`config.mk`:
```
export PLATFORM = sky130hd
export DESIGN_NAME = serial_subtractor
export DESIGN_NICKNAME = d
export VERILOG_FILES = /design/src/rtl/serial_subtractor.sv
export SDC_FILE = /design/constraint.sdc
export NUM_CORES = 1
export LEC_CHECK = 0
export ABC_AREA = 1
export BUFFER_PORTS_ARGS = -buffer_cell sky130_fd_sc_hd__buf_4
export CAP_MARGIN = 40
export CORE_UTILIZATION = 54
export CTS_CLUSTER_SIZE = 20
export DETAILED_ROUTE_END_ITERATION = 6
export PLACE_DENSITY = 0.85
export REMOVE_ABC_BUFFERS = 1
export SLEW_MARGIN = 20
export SYNTH_ARGS = -nofsm -noshare
export SYNTH_HDL_FRONTEND = slang
export SYNTH_SLANG_ARGS = --single-unit
```
`constraint.sdc`:
```
create_clock -name clk -period 1.8 [get_ports clk]
set_clock_uncertainty 0.1 [all_clocks]
set_input_delay 0.09 -clock clk [delete_from_list [all_inputs] [get_ports clk]]
set_output_delay 0.09 -clock clk [all_outputs]
set_load 0.005 [all_outputs]
```
`src/rtl/serial_subtractor.sv`:
```
// Bit-serial subtractor: d = a - b - bin, one bit per clock LSB first, using a
// single full-subtractor cell, a borrow flip-flop and a start/busy/done handshake.
module serial_subtractor #(
  parameter int WIDTH = 4,
  parameter int CW    = $clog2(WIDTH + 1)
) (
  input  logic             clk,
  input  logic             rst,
  input  logic             start,
  input  logic [WIDTH-1:0] a,
  input  logic [WIDTH-1:0] b,
  input  logic             bin,
  output logic             busy,
  output logic             done,
  output logic [WIDTH-1:0] d,
  output logic             bout,
  output logic             ovf
);

  typedef enum logic [1:0] {
    IDLE  = 2'd0,
    SHIFT = 2'd1,
    DONE  = 2'd2
  } state_t;

  state_t state_q, state_d;

  logic [WIDTH-1:0] a_sh_q, b_sh_q;
  logic [WIDTH-1:0] part_q;
  logic             br_q;
  logic [CW-1:0]    cnt_q;
  logic             a_msb_q, b_msb_q;
  logic [WIDTH-1:0] d_q;
  logic             bout_q, ovf_q;

  logic             a0, b0, di, bnext;
  logic [WIDTH-1:0] d_new;
  logic             last_bit;

  // ---------------------------------------------------------------------------
  // Full-subtractor cell and the difference as it will look after this edge
  // ---------------------------------------------------------------------------
  always_comb begin
    a0       = a_sh_q[0];
    b0       = b_sh_q[0];
    di       = a0 ^ b0 ^ br_q;
    bnext    = (~a0 & b0) | (~(a0 ^ b0) & br_q);
    d_new    = {di, part_q[WIDTH-1:1]};
    last_bit = (state_q == SHIFT) && (cnt_q == CW'(WIDTH - 1));
  end

  // ---------------------------------------------------------------------------
  // FSM: state register
  // ---------------------------------------------------------------------------
  // NOTE: sequential state uses non-blocking (<=) so every flop samples the
  // pre-edge values of the others; blocking here would create order races.
  always_ff @(posedge clk or posedge rst) begin
    if (rst) state_q <= IDLE;
    else     state_q <= state_d;
  end

  // ---------------------------------------------------------------------------
  // FSM: next-state logic
  // ---------------------------------------------------------------------------
  // NOTE: the default assignment first keeps every path assigned, so no latch.
  always_comb begin
    state_d = state_q;
    unique case (state_q)
      IDLE:    if (start)    state_d = SHIFT;
      SHIFT:   if (last_bit) state_d = DONE;
      DONE:                  state_d = IDLE;
      default:               state_d = IDLE;
    endcase
  end

  // ---------------------------------------------------------------------------
  // FSM: outputs
  // ---------------------------------------------------------------------------
  always_comb begin
    busy = (state_q == SHIFT);
    done = (state_q == DONE);
    d    = d_q;
    bout = bout_q;
    ovf  = ovf_q;
  end

  // ---------------------------------------------------------------------------
  // Datapath: operand shifters, partial difference, borrow and bit counter
  // ---------------------------------------------------------------------------
  always_ff @(posedge clk or posedge rst) begin
    if (rst) begin
      a_sh_q  <= '0;
      b_sh_q  <= '0;
      part_q  <= '0;
      br_q    <= 1'b0;
      cnt_q   <= '0;
      a_msb_q <= 1'b0;
      b_msb_q <= 1'b0;
    end else begin
      case (state_q)
        IDLE: begin
          if (start) begin
            a_sh_q  <= a;
            b_sh_q  <= b;
            part_q  <= '0;
            br_q    <= bin;
            cnt_q   <= '0;
            a_msb_q <= a[WIDTH-1];
            b_msb_q <= b[WIDTH-1];
          end
        end
        SHIFT: begin
          a_sh_q <= {1'b0, a_sh_q[WIDTH-1:1]};
          b_sh_q <= {1'b0, b_sh_q[WIDTH-1:1]};
          part_q <= d_new;
          br_q   <= bnext;
          cnt_q  <= cnt_q + CW'(1);
        end
        default: ;
      endcase
    end
  end

  // ---------------------------------------------------------------------------
  // Result registers: only touched on the SHIFT -> DONE transition or reset
  // ---------------------------------------------------------------------------
  always_ff @(posedge clk or posedge rst) begin
    if (rst) begin
      d_q    <= '0;
      bout_q <= 1'b0;
      ovf_q  <= 1'b0;
    end else if (last_bit) begin
      d_q    <= d_new;
      bout_q <= bnext;
      // Operands of unlike sign whose result sign differs from the minuend's.
      ovf_q  <= (a_msb_q != b_msb_q) && (d_new[WIDTH-1] != a_msb_q);
    end
  end

endmodule

```
==> results.yml, run 1 <==
global_route:
  use_met2: 0.365
  grt_usage: 0.219
  antenna_found_initial: 0
  grt_busiest_layer: "met2"
  grt_max_degree: 26
  grt_pass1_vias: 936
  grt_pass1_wl_um: 4040
  grt-ovfl-total: 0
  grtUsageMet3: 0.0463
  use_met1: 0.275
worst_setup_path:
  cp-end-kind: "output pin"
  crit_arrival_ns: 1.45
  reg2reg_from: "a_sh_q[0]$_DFFE_PP0P_"
  path_cells: "inv_2 -> nor2_8 -> buf_4"
  crit_start: "state_q[0]$_DFFE_PP0P_"
  worst_path_largest_cell_delay_ns: 0.68
  worst-path-stages: 3
  reg2reg_slack_ns: 0.31
  start_kind: "flop"
  critPathRequiredTime_ns: 1.61
  critPathBufInv: 2
  path_max_fanout: 12
  crit_family: "flip-flops"
  crit_type: "flop to output pin"
  slowest_stage: "dfrtp_1"
  r2r_cells: 6
  worstReg2RegEnd: "ovf$_DFFE_PP0P_"
routing:
  post_drt_wl_per_cell_um: 12.0
  via_per_inst: 5.12
  dr.pass1.iters: 4
  vias: 989
  route.antenna.remaining_nets: 0
  drc_errors: 0
  drt_iter0_drc: 23
  wl_um: 2310
finish:
  final_area_um2: 1510
  drive_above_1_share: 0.205
  instances_no_fill: 193
  area_growth_pct: 23.0
  fin_util: 0.738
  antenna_cells: 0
  fin_nets: 182
place:
  hpwlAfterDp_um: 1490
  placed_area_um2: 1370
  place_congestion: 0.774
  placed_cells: 178
  io_buffers: 19
  place_ws_ns: 0.330
sta:
  relSlewSlack: 0.661
  finalSetupViolations: 0
  finalSetupTns_ns: 0
  rsz0062_at_grt: "no"
  post-route-period-util: 0.908
  worstMarginPinSlew_ns: 0.508
  fmax_mhz: 612
  layout_min_cycle_time_ns: 1.64
  drv_slew: 0
  layout_setup_ws_ns: 0.165
  hold_viol: 0
synth:
  synth_area_um2: 1230
  synth_edf_count: 0
  yosys.cell_types.count: 19
  ys_ff_latch: 25
  synth_flop_cell: "dfrtp_1"
  avgSynthCellArea_um2: 9.08
  seq_area_frac_synth: 0.510
  yosysWarningCount: 0
  syn_inst: 135
  async_reset_ff_frac: 1.00
clock_tree:
  cts_resized: 0
  path_clk_slew_ns: 0.14
  cts_buffers: 3
  cts.sinks: 25
  htreeDepth: 1
  cts-root-buf: "clkbuf_4"
  clock_path_buffers: 2
  cts_setup_buffers: 0
  clkLatencyLatePin_ns: 0.32
  cts_tree: "built"
job:
  drv_cap: 0
hold_path:
  hold_path.class: "input port to async pin"
power_and_ir_drop:
  p_per_area_nw_per_um2: 1600
  p_leak_nw: 0.793
  ir_drop_v: 0.000881
die:
  die_area_um2: 2470
  start_util: 0.600
  fp.dieW_um: 49.7
  rows: 16
  core-area_um2: 2040
  io_pins: 20
  die_h_um: 49.7
run_status:
  outcome: "finished clean"
==> metal layers <==
| metal | vias to the layer above | part of all wire |
|---|---|---|
| li1 | 488 | - |
| met4 | 0 | 0.026 |
| met2 | 38 | 0.49 |
| met1 | 455 | 0.43 |
| met5 | - | 0 |
| met3 | 8 | 0.052 |
==> power by group <==
part           internal (mW)  switching [mW]  leakage (nW)  total, mW
combinational          0.491           0.654         0.464       1.15
sequential             0.813           0.197         0.314       1.01
clock                 0.0868           0.166        0.0150      0.253
==> placed cells by master, fill, tap and decap left out <==
master	instances
clkbuf_1	1
inv_2	1
ha_1	2
clkbuf_4	3
inv_4	1
o22ai_1	1
nor2_8	1
fa_1	1
o21ai_2	3
nand3_1	23
o21ai_0	9
inv_1	20
nand2_4	3
nand2_8	1
dfrtp_1	25
nor2_1	5
a21oi_4	1
nand4_1	1
nand2_1	33
dlygate4sd3_1	11
buf_4	20
==> area by class of cell <==
class	count	area [um2]
multi-input cells	84	477
inverters	22	85.1
repair buffers	31	260
fillers	164	534
flip-flops and latches	25	626
clock buffers	4	26.3
well taps	27	33.8
==> worst register-to-register path: cells and delay by family (launching register included) <==
kind / cells / cell delay [ns]
adder cells (fa/ha/maj): 1 / 0.61
flip-flops: 1 / 0.43
AND/OR/NAND/NOR: 5 / 0.27
==> through the flow <==
stage / hold slack (ns) / total power, mW
final: 0.265 / 2.41
after global routing: 0.305 / 2.61
after CTS: 0.268 / 2.42
after detailed placement: 0.0704 / 2.15
after global placement: 0.0599 / 2.09
after floorplan: 0.0173 / 1.81
==> cells in the mapped netlist (2+ instances only) <==
master | instances | area share
buf_6 | 3 | 0.028
nand2_4 | 3 | 0.028
ha_1 | 2 | 0.020
inv_1 | 20 | 0.061
dfrtp_1 | 25 | 0.51
nand2_1 | 33 | 0.10
nor2_1 | 5 | 0.015
o21ai_0 | 9 | 0.037
o21ai_2 | 3 | 0.021
nand3_1 | 23 | 0.094
==> worst max path at each step <==
| stage | endpoint | slack [ns] |
|---|---|---|
| finish | busy | 0.16 |
| detailed placement | ovf$_DFFE_PP0P_ | 0.33 |
| CTS | busy | 0.17 |
| global route | busy | 0.08 |
| floorplan | ovf$_DFFE_PP0P_ | 0.40 |
| global placement | ovf$_DFFE_PP0P_ | 0.38 |
==> state kept, by name (all words and copies together) (netlist names) <==
name	flops
part_q	3
br_q	1
d	4
ovf	1
b_sh_q	4
bout	1
cnt_q	3
b_msb_q	1
state_q	2
a_sh_q	4
a_msb_q	1
==> kinds of logic (layout without fill, tap and decap cells) <==
kind of cell	after synthesis	count (layout)	share of synthesized area
AO/OA/AOI/OAI	14	14	0.0765
adder cells (fa/ha/maj)	3	3	0.0367
buffers and inverters	26	57	0.101
flip-flops	25	25	0.510
AND/OR/NAND/NOR	67	67	0.276
==> timing repair <==
item,in CTS,in global routing
endpoints found under the setup margin,0,0
hold buffers,11,0
hold endpoints to repair,36,0
No activity file was read; power rests on OpenSTA's default activity.
==> run 2: changes to the inputs <==
--- a/config.mk
+++ b/config.mk
@@ -8,6 +8,7 @@
 export ABC_AREA = 1
 export BUFFER_PORTS_ARGS = -buffer_cell sky130_fd_sc_hd__buf_4
 export CAP_MARGIN = 40
+export CORE_ASPECT_RATIO = 1.1
 export CORE_UTILIZATION = 54
 export CTS_CLUSTER_SIZE = 20
 export DETAILED_ROUTE_END_ITERATION = 6
==> run 2 against run 1 <==
- largest power group unchanged
- clock power shrank 4%
- utilization shrank 1.2 points
- setup slack gained 0.022 ns
- critical path depth is the same
- largest cell class unchanged
- worst hold slack lost 0.25 ns
- critical path type unchanged
- combinational power is essentially flat
==> results.yml, run 2 (same netlist as run 1, synthesis figures left out) <==
clock_tree:
  cts.sinks: 25
  cts_setup_buffers: 0
  clkLatencyLatePin_ns: 0.30
  path_clk_slew_ns: 0.13
  cts_tree: "built"
  htreeDepth: 1
  cts-root-buf: "clkbuf_4"
  cts_buffers: 3
  clock_path_buffers: 2
sta:
  rsz0062_at_grt: "no"
  post-route-period-util: 0.896
  layout_min_cycle_time_ns: 1.61
  drv_slew: 0
  finalSetupTns_ns: 0
  hold-worst-slack_ns: 0.0115
  worstMarginPinSlew_ns: 0.494
  fmax_mhz: 620
  hold_viol: 0
  relSlewSlack: 0.671
  layout_setup_ws_ns: 0.186
  finalSetupViolations: 0
routing:
  via_per_inst: 4.87
  drt_iter0_drc: 21
  dr.pass1.iters: 4
  vias: 939
  drc_errors: 0
  wl_um: 2200
  post_drt_wl_per_cell_um: 11.4
  route.antenna.remaining_nets: 0
place:
  placed_cells: 179
  place_ws_ns: 0.332
  hpwlAfterDp_um: 1500
  placed_area_um2: 1370
  io_buffers: 19
  place_congestion: 0.752
finish:
  fin_util: 0.727
  area_growth_pct: 22.2
  final_common_cell: "nand2_1"
  instances_no_fill: 193
  final_cell_mix: "nand2_1, dfrtp_1, nand3_1"
  antenna_cells: 0
  multi_input_area_um2: 477
  final_area_um2: 1500
  drive_above_1_share: 0.206
  fillCellCount: 171
  fin_nets: 181
  regArea_um2: 626
global_route:
  grt-ovfl-total: 0
  grt_max_degree: 26
  grt_pass1_wl_um: 3730
  grt_pass1_vias: 900
  grt_usage: 0.216
  antenna_found_initial: 0
run_status:
  outcome: "finished clean"
worst_setup_path:
  critPathRequiredTime_ns: 1.61
  r2r_cells: 6
  cp-end-kind: "output pin"
  path_max_fanout: 12
  crit_arrival_ns: 1.42
  start_kind: "flop"
  crit_type: "flop to output pin"
power_and_ir_drop:
  power.total_mw: 2.38
  ir_drop_v: 0.00104
  p_per_area_nw_per_um2: 1590
  p_leak_nw: 0.789
die:
  start_util: 0.594
  die_area_um2: 2470
  rows: 17
  die_h_um: 52.0
  fp.dieW_um: 47.4
  core-area_um2: 2060
  io_pins: 20
hold_path:
  hold_depth: 5
  hold_path.class: "input port to flop"
job:
  drv_cap: 0
-- run 2: changes by cell type in the layout (fill, tap and decap cells not counted) --
cell           change
dlygate4sd3_1      -1
-- run 2: timing repair --
item                      CTS  global route
gates resized for setup     0             0
hold endpoints to repair   35             0
hold buffers               10             0
-- run 2: per-layer routing --
layer  vias up  track usage  part of all wire
met3         2       0.0417             0.027
met2        16        0.368              0.50
met4         0       0.0571            0.0064
li1        488            -                 -
met5         -            0                 0
met1       433        0.271              0.47
-- run 2: worst max-delay path: stages (launching register included) --
cell and delay, ns:
dfrtp_1 0.68, inv_2 0.14, nor2_8 0.17, buf_4 0.13
-- run 2: area by class of cell --
type / count / area share
timing repair buffer: 30 / 0.167
inverter: 22 / 0.0568
multi-input combinational: 84 / 0.318
tap: 28 / 0.0234
sequential: 25 / 0.417
clock buffer: 4 / 0.0175
-- run 2: power by group --
part	switching, mW	internal (mW)
logic	0.651	0.488
clock network	0.155	0.0862
registers	0.190	0.813
-- run 2: worst paths after layout --
| kind | to | startpoint | slack (ns) |
|---|---|---|---|
| worst max-delay path | busy | state_q[0]$_DFFE_PP0P_ | 0.19 |
| worst min-delay path | a_sh_q[1]$_DFFE_PP0P_ | a[1] | 0.01 |
| worst max register to register | ovf$_DFFE_PP0P_ | a_sh_q[0]$_DFFE_PP0P_ | 0.32 |
| worst min register to register | d[2]$_DFFE_PP0P_ | d[2]$_DFFE_PP0P_ | 0.40 |
| max in group asynchronous | b_sh_q[0]$_DFFE_PP0P_ | rst | 1.09 |
| min in group asynchronous | ovf$_DFFE_PP0P_ | rst | 0.27 |
